## src/rtl/cpu_controller_if.sv

```systemverilog
// cpu_controller_if: instruction-source inputs and datapath control outputs of cpu_controller.
// master = controller side, slave = instruction source / datapath side.
interface cpu_controller_if;
  logic [15:0] in;
  logic        load;
  logic        s;
  logic        w;
  logic [2:0]  readnum;
  logic [2:0]  writenum;
  logic        write;
  logic        loada;
  logic        loadb;
  logic        loadc;
  logic        loads;
  logic        asel;
  logic [1:0]  vsel;
  logic [1:0]  shift;
  logic [1:0]  ALU_op;
  logic [15:0] sximm8;
  logic        illegal;

  modport master (
    input  in, load, s,
    output w, readnum, writenum, write, loada, loadb, loadc, loads,
    output asel, vsel, shift, ALU_op, sximm8, illegal
  );

  modport slave (
    output in, load, s,
    input  w, readnum, writenum, write, loada, loadb, loadc, loads,
    input  asel, vsel, shift, ALU_op, sximm8, illegal
  );
endinterface

```

## src/rtl/cpu_controller.sv

```systemverilog
// cpu_controller: multi-cycle sequencer for the simple RISC datapath. Holds the instruction
// register, decodes MOV/ALU instructions and drives Moore control outputs per state.
// Optional macro CTRL_FLAG_ALL_EN: when defined, EXEC updates the status register for every
// ALU/MOV-reg instruction instead of only for CMP.
module cpu_controller (
  input  logic              clk,
  input  logic              reset,
  cpu_controller_if.master  ctrl
);

  localparam logic [2:0] ST_WAIT      = 3'd0;
  localparam logic [2:0] ST_DECODE    = 3'd1;
  localparam logic [2:0] ST_WRITE_IMM = 3'd2;
  localparam logic [2:0] ST_GET_A     = 3'd3;
  localparam logic [2:0] ST_GET_B     = 3'd4;
  localparam logic [2:0] ST_EXEC      = 3'd5;
  localparam logic [2:0] ST_WRITE_REG = 3'd6;

  logic [2:0]  r_state;
  logic [2:0]  w_state_next;
  logic [15:0] r_ir;

  logic [2:0]  w_opcode;
  logic [1:0]  w_op;
  logic [2:0]  w_rn;
  logic [2:0]  w_rd;
  logic [1:0]  w_sh;
  logic [2:0]  w_rm;
  logic        w_mov_imm;
  logic        w_mov_reg;
  logic        w_alu;
  logic        w_cmp;

  assign w_opcode = r_ir[15:13];
  assign w_op     = r_ir[12:11];
  assign w_rn     = r_ir[10:8];
  assign w_rd     = r_ir[7:5];
  assign w_sh     = r_ir[4:3];
  assign w_rm     = r_ir[2:0];

  assign w_mov_imm = (w_opcode == 3'b110) && (w_op == 2'b10);
  assign w_mov_reg = (w_opcode == 3'b110) && (w_op == 2'b00);
  assign w_alu     = (w_opcode == 3'b101);
  assign w_cmp     = w_alu && (w_op == 2'b01);

  // IR loads only while idle so it stays stable for the whole instruction.
  always_ff @(posedge clk or posedge reset) begin
    if (reset) begin
      r_ir <= 16'h0000;
    end else if ((r_state == ST_WAIT) && ctrl.load) begin
      r_ir <= ctrl.in;
    end
  end

  // State register.
  always_ff @(posedge clk or posedge reset) begin
    if (reset) begin
      r_state <= ST_WAIT;
    end else begin
      r_state <= w_state_next;
    end
  end

  // Next-state sequencing.
  always_comb begin
    w_state_next = r_state;
    case (r_state)
      ST_WAIT: begin
        if (ctrl.s) w_state_next = ST_DECODE;
      end
      ST_DECODE: begin
        if (w_mov_imm) begin
          w_state_next = ST_WRITE_IMM;
        end else if (w_mov_reg || (w_alu && (w_op == 2'b11))) begin
          w_state_next = ST_GET_B;
        end else if (w_alu) begin
          w_state_next = ST_GET_A;
        end else begin
          w_state_next = ST_WAIT;
        end
      end
      ST_WRITE_IMM: w_state_next = ST_WAIT;
      ST_GET_A:     w_state_next = ST_GET_B;
      ST_GET_B:     w_state_next = ST_EXEC;
      ST_EXEC:      w_state_next = w_cmp ? ST_WAIT : ST_WRITE_REG;
      ST_WRITE_REG: w_state_next = ST_WAIT;
      default:      w_state_next = ST_WAIT;
    endcase
  end

  // Moore control outputs; anything not driven in a state stays 0.
  always_comb begin
    ctrl.w        = 1'b0;
    ctrl.readnum  = 3'd0;
    ctrl.writenum = 3'd0;
    ctrl.write    = 1'b0;
    ctrl.loada    = 1'b0;
    ctrl.loadb    = 1'b0;
    ctrl.loadc    = 1'b0;
    ctrl.loads    = 1'b0;
    ctrl.asel     = 1'b0;
    ctrl.vsel     = 2'b00;
    ctrl.shift    = 2'b00;
    ctrl.ALU_op   = 2'b00;
    ctrl.illegal  = 1'b0;
    case (r_state)
      ST_WAIT: ctrl.w = 1'b1;
      ST_DECODE: ctrl.illegal = !(w_mov_imm || w_mov_reg || w_alu);
      ST_WRITE_IMM: begin
        ctrl.writenum = w_rn;
        ctrl.vsel     = 2'b10;
        ctrl.write    = 1'b1;
      end
      ST_GET_A: begin
        ctrl.readnum = w_rn;
        ctrl.loada   = 1'b1;
      end
      ST_GET_B: begin
        ctrl.readnum = w_rm;
        ctrl.loadb   = 1'b1;
      end
      ST_EXEC: begin
        ctrl.shift  = w_sh;
        ctrl.ALU_op = w_alu ? w_op : 2'b00;
        // MOV reg computes 0 + shifted Rm.
        ctrl.asel   = w_mov_reg;
        ctrl.loadc  = !w_cmp;
`ifdef CTRL_FLAG_ALL_EN
        ctrl.loads  = 1'b1;
`else
        ctrl.loads  = w_cmp;
`endif
      end
      ST_WRITE_REG: begin
        ctrl.writenum = w_rd;
        ctrl.write    = 1'b1;
      end
      default: ;
    endcase
  end

  assign ctrl.sximm8 = {{8{r_ir[7]}}, r_ir[7:0]};

endmodule

```

## src/flat_wrapper.sv

```systemverilog
// flat-port wrapper written by rule: the top's interface ports become plain ports
module cpu_controller_flat 
  (clk, reset, ctrl_in, ctrl_load, ctrl_s, ctrl_w, ctrl_readnum, ctrl_writenum, ctrl_write, ctrl_loada, ctrl_loadb, ctrl_loadc, ctrl_loads, ctrl_asel, ctrl_vsel, ctrl_shift, ctrl_ALU_op, ctrl_sximm8, ctrl_illegal);
  cpu_controller_if ctrl_i ();
  input  logic clk;
  input  logic reset;
  input wire logic [$bits(ctrl_i.in)-1:0] ctrl_in;
  input wire logic [$bits(ctrl_i.load)-1:0] ctrl_load;
  input wire logic [$bits(ctrl_i.s)-1:0] ctrl_s;
  output wire logic [$bits(ctrl_i.w)-1:0] ctrl_w;
  output wire logic [$bits(ctrl_i.readnum)-1:0] ctrl_readnum;
  output wire logic [$bits(ctrl_i.writenum)-1:0] ctrl_writenum;
  output wire logic [$bits(ctrl_i.write)-1:0] ctrl_write;
  output wire logic [$bits(ctrl_i.loada)-1:0] ctrl_loada;
  output wire logic [$bits(ctrl_i.loadb)-1:0] ctrl_loadb;
  output wire logic [$bits(ctrl_i.loadc)-1:0] ctrl_loadc;
  output wire logic [$bits(ctrl_i.loads)-1:0] ctrl_loads;
  output wire logic [$bits(ctrl_i.asel)-1:0] ctrl_asel;
  output wire logic [$bits(ctrl_i.vsel)-1:0] ctrl_vsel;
  output wire logic [$bits(ctrl_i.shift)-1:0] ctrl_shift;
  output wire logic [$bits(ctrl_i.ALU_op)-1:0] ctrl_ALU_op;
  output wire logic [$bits(ctrl_i.sximm8)-1:0] ctrl_sximm8;
  output wire logic [$bits(ctrl_i.illegal)-1:0] ctrl_illegal;
  assign ctrl_i.in = ctrl_in;
  assign ctrl_i.load = ctrl_load;
  assign ctrl_i.s = ctrl_s;
  assign ctrl_w = ctrl_i.w;
  assign ctrl_readnum = ctrl_i.readnum;
  assign ctrl_writenum = ctrl_i.writenum;
  assign ctrl_write = ctrl_i.write;
  assign ctrl_loada = ctrl_i.loada;
  assign ctrl_loadb = ctrl_i.loadb;
  assign ctrl_loadc = ctrl_i.loadc;
  assign ctrl_loads = ctrl_i.loads;
  assign ctrl_asel = ctrl_i.asel;
  assign ctrl_vsel = ctrl_i.vsel;
  assign ctrl_shift = ctrl_i.shift;
  assign ctrl_ALU_op = ctrl_i.ALU_op;
  assign ctrl_sximm8 = ctrl_i.sximm8;
  assign ctrl_illegal = ctrl_i.illegal;
  cpu_controller u_core (.clk(clk), .reset(reset), .ctrl(ctrl_i));
endmodule
```

## config.mk

```make
export PLATFORM = sky130hd
export DESIGN_NAME = cpu_controller_flat
export DESIGN_NICKNAME = d
export VERILOG_FILES = /design/src/rtl/cpu_controller_if.sv /design/src/rtl/cpu_controller.sv /design/src/flat_wrapper.sv
export SDC_FILE = /design/constraint.sdc
export NUM_CORES = 1
export LEC_CHECK = 0
export CORE_MARGIN = 4
export CORE_UTILIZATION = 44
export DETAILED_ROUTE_END_ITERATION = 16
export PLACE_DENSITY = 0.83
export SYNTH_ARGS = -nofsm -noshare
export SYNTH_HDL_FRONTEND = slang
export SYNTH_SLANG_ARGS = --single-unit
```

## constraint.sdc

```tcl
create_clock -name clk -period 3.6 [get_ports clk]
set_clock_uncertainty 0.15 [all_clocks]
set_input_delay 0.9 -clock clk [delete_from_list [all_inputs] [get_ports clk]]
set_output_delay 0.9 -clock clk [all_outputs]
set_load 0.02 [all_outputs]
```

* Word level (Yosys, flattened, before mapping)
Index checks and enable logic that the tools add are counted. Widths: inputs -> output; s select.
Storage, ports and cells: register bits after elaboration 19, bits in latches 0, memory bits (writable) 0, memory bits (read-only) 0, bits of input ports 20, output and inout bits 36, word-level logic and storage cells 47, memories kept 0
Cells by class: add/subtract/negate cells 0, $mul 0, div/mod/pow operators 0, $lt $le $gt $ge 0, equality and inequality tests 12, shift-type cells 0, muxes and demuxes 20, bitwise operators 0, reduce and logical (&&, ||, !) cells 13
Operator list (count):
- $eq 3x3->1 const B | 5
- $pmux 3 s5 | 1
- $mux 3 | 4
- $pmux 3 s2 | 2
- $mux 2 | 5
- $mux 1 | 8
- $eq 3x2->1 const B | 2
- $logic_and 1x1->1 | 5
- $eq 2x2->1 const B | 2
- $eq 3x1->1 const B | 1
- $logic_not 3->1 | 1
- $logic_or 1x1->1 | 3
- $eq 2x1->1 const B | 1
- $logic_not 1->1 | 2
- $logic_not 2->1 | 1
- $ne 2x2->1 const B | 1
- $reduce_or 2->1 | 1

* Depth between registers and ports, before layout
Gate-level depths: netlist (run 1).
word-level depth 6, mapped depth 6, gate-level depth less buffers 3

* Worst setup path after synthesis (run 1)
OpenSTA, ideal clock, no wires.
path kind register to output, start point register u_core.r_state[1], end point output ctrl_readnum[0], arrival 1548 ps, data required time 2550 ps, slack 1002 ps, stages on the path, launching flop included 4, path buffers 1, cells stage by stage dfrtp_1 -> buf_4 -> nor3b_1 -> a22o_1
On the way: longest elaborated chain between the ends 2, elaborated cells between the ends (all ways) 3, those cells by class eq/ne (2); mux (1)
Ends and longest elaborated chain:
- start, declared | line cpu_controller.sv:19 | logic [2:0] r_state;
- start signal, assigned | line cpu_controller.sv:60 | r_state <= w_state_next;
- $eq 3x3->1 or $eq 3x2->1 (tied branches) | line cpu_controller.sv:106 | case (r_state)
- $pmux 3 s2 (*) | line cpu_controller.sv:106
- end, declared | line flat_wrapper.sv:11 | output wire logic [$bits(ctrl_i.readnum)-1:0] ctrl_readnum;
Mark *: on every way between the ends. The rest lies on a longest branch, timed or not.

* Worst setup path after layout (run 1)
start point register u_core.r_state[2], end point output ctrl_readnum[0]
The elaborated chain is that of the path after synthesis.

==> results of run 1 <==
## worst max-delay path: stages (launching register included)
cell and delay, ps:
dfrtp_2 590, nor3b_1 470, a22o_1 210, clkdlybuf4s50_1 600
## logic make-up (layout without fill, tap and decap cells)
family,count (synthesis),in the layout,share of synthesized area (%)
flops,19,19,38.3
other cells,1,1,0.302
mux,19,19,20.0
buf+inv,25,60,16.2
compound gates,11,11,6.66
simple gates,34,34,17.8
xor+xnor,1,1,0.706
## how the worst max path moves through the flow
stage	cells past startpoint	to	start
after floorplan	3	ctrl_readnum[0]	u_core.r_state[1]$_DFFE_PP0P_
after global placement	3	ctrl_readnum[2]	u_core.r_state[2]$_DFFE_PP0P_
after detailed placement	3	ctrl_readnum[0]	u_core.r_state[2]$_DFFE_PP0P_
after CTS	3	ctrl_readnum[0]	u_core.r_state[2]$_DFFE_PP0P_
after global routing	3	ctrl_readnum[0]	u_core.r_state[2]$_DFFE_PP0P_
final	3	ctrl_readnum[0]	u_core.r_state[2]$_DFFE_PP0P_
## metal layers
layer / share of wire (%) / routed length [um]
met1: 40 / 1130
met2: 53 / 1510
met3: 7.3 / 207
met4: 0 / 0
met5: 0 / 0
## cell usage after synthesis (all sizes together)
master  instances  area share [%]
a21oi           1            0.40
a221oi          1            0.71
a22o            3             2.1
a41oi           1            0.71
and2            5             2.7
and2b           1            0.61
and3            4             2.0
and4b           1            0.81
buf            23              16
conb            1            0.30
dfrtp          19              38
inv             2            0.61
mux2           16              18
mux2i           3             2.4
nand2           2            0.61
nand2b          1            0.50
nand3b          2             1.2
nand4           1            0.50
nor2            7             2.1
nor2b           4             2.0
nor3            1             1.3
nor3b           3             1.8
nor4b           1            0.71
nor4bb          1            0.81
o21ai           3             1.2
o21bai          1            0.61
o221a           1            0.91
xor2            1            0.71
## cells in the final DEF (no fill, tap or decap), drive strengths merged, types with 2 or more instances in the layout
cell type,Yosys,final
clkdlybuf4s50,0,54
dfrtp,19,19
mux2,16,16
nor2,7,7
and2,5,5
nor2b,4,4
and3,4,4
clkbuf,0,4
nor3b,3,3
mux2i,3,3
a22o,3,3
o21ai,3,3
nand3b,2,2
inv,2,2
nand2,2,2
## where the power goes
part	total, mW	switching [mW]	internal [mW]
registers	0.503	0.180	0.323
logic	0.926	0.407	0.519
clock network	0.108	0.0651	0.0431
total	1.54	0.652	0.885
## through the flow
step                      worst slack, ps  instance area [um2]
after detailed placement              519                 1620
final                                 391                 1650
after global placement                612                 1620
after floorplan                      1000                 1240
after CTS                             180                 1650
after global routing                  167                 1650
## flip-flops by register name, summed over array words and instances (netlist names)
| signal | count |
|---|---|
| u_core.r_state | 3 |
| u_core.r_ir | 16 |
## area by class of cell
class | count | area [um2]
well taps | 30 | 37.5
flip-flops and latches | 19 | 477
fillers | 219 | 938
multi-input cells | 66 | 563
inverters | 2 | 7.51
repair buffers | 54 | 541
clock buffers | 4 | 26.3
## what timing repair did
item | CTS | global route
gates resized for setup | 0 | 1
hold endpoints to repair | 0 | 0
setup endpoints to repair | 0 | 3
==> impl_metrics.toml, run 1 <==
[status]
status = "complete, no violations"

[timing]
drv_slew = 0
final-setup-viol-count = 0
fin_crit_sh_pct = 89.2
timing.fmax_mhz = 312
hold_viol_final = 0
tns_ps = 0
min_period_ps = 3210
whs_ps = 400
worstMarginPinSlew_ps = 710
grt_setup_unrepaired = "no"
relSlewSlack_pct = 52.6

[worst_hold_path]
hold_path_startpoint = "u_core.r_ir[5]$_DFFE_PP0P_"
holdPathEnd = "u_core.r_ir[5]$_DFFE_PP0P_"
worst_hold_path_type = "reg -> reg"
min_path_cells = 1

[global_routing]
track_usage_pct = 16.1
grt-ovfl-total = 0
grt_pass1_wl_um = 4470
grt_max_degree = 20
grt_pass1_vias = 950
use_met2_pct = 28.7
met3_usage_pct = 3.14
grtUsageMet1_pct = 20.4
antenna_found_initial = 0
top_usage_layer = "met2"

[route]
drt.antenna.violating_nets = 0
routed_wl_um = 2850
wl_per_cell_um = 16.3
remaining_drc_errors = 0
drt_iter0_markers = 18
dr_total_vias = 901
viasPerCell = 5.15
dr.pass1.iters = 2

[finish]
layout-drive-gt1-share_pct = 15.9
syn_to_final_growth_pct = 33.2
diodes = 0
instances_no_fill = 175
utilization_pct = 63.8
fin_nets = 166

[logic_synthesis]
yosysWarnings = 0
seq_area_frac_synth_pct = 38.3
synth_fp_nets = 130
yosys.cell_types.count = 34
syn_avg_cell_area_um2 = 11.3
synthCells = 110
synth_seq_cells = 19
syn_area_mm2 = 0.00124

[floorplan]
fp.dieArea_mm2 = 0.00373
initial_utilization_pct = 47.9
core_region_area_mm2 = 0.00259
num_rows = 18
ios = 56
fp.dieW_um = 61.1
fp.dieH_um = 61.1

[clock_network]
cts_hold_buf = 0
htreeDepth = 1
cts.sinks = 19
clk_latency_ps = 290
cts_tree = "built"
cts_buffer_depth = 2
post_cts_buffers = 0
cts_buffers = 3
clk_pin_slew_ps = 110
root_buffer = "clkbuf_4"

[critical_path]
required_ps = 2550
regToRegSetupSlack_ps = 1810
cp-end-kind = "output port"
critPathLaunchType = "flip-flop"
reg2reg_depth = 3
cp_max_fo = 18
crit_arrival_ps = 2160
r2r_start = "u_core.r_state[2]$_DFFE_PP0P_"
rr_endpoint = "u_core.r_ir[14]$_DFFE_PP0P_"
path_class = "reg -> out"

[placement]
hpwlAfterDp_um = 2240
place_inst = 171
place_congestion = 0.773
port_buffers = 54

[power_and_ir_drop]
total_power_mw = 1.54
peakVddDrop_v = 0.000684
cellLeakagePower_nw = 0.684
power_density_mw_per_mm2 = 931

[run]
maxCapViolations = 0
Power figures use the tool's default switching activity.
==> run 2, diff against run 1 <==
CTS_CLUSTER_SIZE = 12   (was not set)
PLACE_DENSITY = 0.9   (was 0.83)
==> run 2 against run 1 <==
Compared with the run above: core utilization about the same; die area stayed put; clock power barely moved; critical path depth is the same; via count is 2.1% lower; global-route usage decreased by 1.5 points; critical endpoint is now ctrl_readnum[1].
==> impl_metrics.toml, run 2 (synthesis gave the netlist of run 1 again) <==
[critical_path]
path_class = "reg -> out"
crit_start = "u_core.r_state[2]$_DFFE_PP0P_"
cp-end-kind = "output port"
slowest_stage = "dfrtp_1"
crit_arrival_ps = 2280
cp_max_fo = 18
critPathLaunchType = "flip-flop"
worstPathCellList = "nor3b_1, a22o_1, clkdlybuf4s50_1"
required_ps = 2550
r2r_start = "u_core.r_state[2]$_DFFE_PP0P_"
cpPeakStageDelay_ps = 740

[placement]
hpwlAfterDp_um = 2070
port_buffers = 54
dp_slack_ps = 591
place_congestion = 0.724

[route]
drt_iter0_markers = 22
remaining_drc_errors = 0
routed_wl_um = 2610
wl_per_cell_um = 14.9
drt.antenna.violating_nets = 0
dr_total_vias = 882
viasPerCell = 5.04
dr.pass1.iters = 4

[timing]
min_period_ps = 3330
drv_slew = 0
fin_ws_ps = 266
hold_viol_final = 0
tns_ps = 0
timing.fmax_mhz = 300
relSlewSlack_pct = 51.2
worstMarginPinSlew_ps = 731
fin_crit_sh_pct = 92.6
final-setup-viol-count = 0
grt_setup_unrepaired = "no"

[power_and_ir_drop]
clock_power_share_pct = 7.0
p_int_mw = 0.884
p_sw_share_pct = 41.6
peakVddDrop_v = 0.000637
cellLeakagePower_nw = 0.686
pwr-share-seq_pct = 32.6
p_switching_mw = 0.630
total_power_mw = 1.51
power_frac_comb_pct = 60.4
power_density_mw_per_mm2 = 918

[worst_hold_path]
worst_hold_path_type = "reg -> reg"
hold_path_startpoint = "u_core.r_ir[4]$_DFFE_PP0P_"

[floorplan]
initial_utilization_pct = 47.9
fp.dieW_um = 61.1
fp.dieArea_mm2 = 0.00373
core_region_area_mm2 = 0.00259
fp.dieH_um = 61.1
num_rows = 18
ios = 56

[global_routing]
grt_pass1_wl_um = 4080
antenna_found_initial = 0
track_usage_pct = 14.6
grt-ovfl-total = 0
grt_pass1_vias = 880
grt_max_degree = 20

[clock_network]
cts_tree = "built"
cts.sinks = 19
root_buffer = "clkbuf_4"
htreeDepth = 1
cts_buffer_depth = 2
cts_hold_buf = 0
cts_buffers = 3
clk_latency_ps = 290
cts_resized = 0
post_cts_buffers = 0
clk_pin_slew_ps = 100

[finish]
final_cell_mix = "54 x clkdlybuf4s50_1, 19 x dfrtp_1, 10 x mux2_4"
layout-drive-gt1-share_pct = 15.2
final_common_cell = "clkdlybuf4s50_1"
syn_to_final_growth_pct = 33.1
diodes = 0
multiInputGateArea_um2 = 563
regArea_um2 = 475
reg.largest.list = "u_core.r_ir x16, u_core.r_state x3"
largest-register = "u_core.r_ir"
fin_nets = 166
fillers = 206
largest_reg_flops = 16

[run]
maxCapViolations = 0

[status]
status = "complete, no violations"
## run 2: cell counts in the layout (fill, tap and decap cells not counted)
Identical to the previous run, type by type.
## run 2: area by class of cell
type	count	share of cell area (%)
clock buffer	4	1.59
tap	30	2.27
timing repair buffer	54	32.8
multi-input combinational	66	34.1
sequential	19	28.8
inverter	2	0.455
## run 2: worst paths after layout
check | to | slack, ps | cells after the start
worst min-delay path | u_core.r_ir[4]$_DFFE_PP0P_ | 390 | 1
worst min register to register | u_core.r_ir[4]$_DFFE_PP0P_ | 390 | 1
worst max register to register | u_core.r_ir[0]$_DFFE_PP0P_ | 1730 | 3
worst max-delay path | ctrl_readnum[1] | 270 | 3
max in group asynchronous | u_core.r_ir[0]$_DFFE_PP0P_ | 1960 | 2
min in group asynchronous | u_core.r_ir[8]$_DFFE_PP0P_ | 880 | 2
## run 2: power by group through the flow
stage | Sequential (mW) | Clock [mW] | Combinational, mW
final | 0.494 | 0.105 | 0.915
after global routing | 0.523 | 0.117 | 0.979
after CTS | 0.496 | 0.108 | 0.926
after detailed placement | 0.501 | 0 | 0.921
after global placement | 0.490 | 0 | 0.908
after floorplan | 0.413 | 0 | 0.815
## run 2: per-stage QoR
stage,area (um2),hold slack (ps),util (%),std cells
CTS,1650,397,63.7,175
floorplan,1240,347,-,110
global route,1650,428,63.7,175
global placement,1620,361,62.7,171
detailed placement,1620,366,62.7,171
finish,1650,392,63.7,175
## run 2: worst max-delay path: cells and delay by family (launching register included)
family,cells,cell delay [ps]
buffers and inverters,1,600
AND/OR/NAND/NOR,1,450
flip-flops,1,740
AO/OA/AOI/OAI,1,200
## run 2: layer usage
layer	vias to the layer above	part of all wire, %	GRT usage (%)
met5	-	0	0
met3	2	9.8	5.66
met4	0	0.19	0.929
met2	34	51	24.9
li1	434	-	-
met1	412	39	18.4
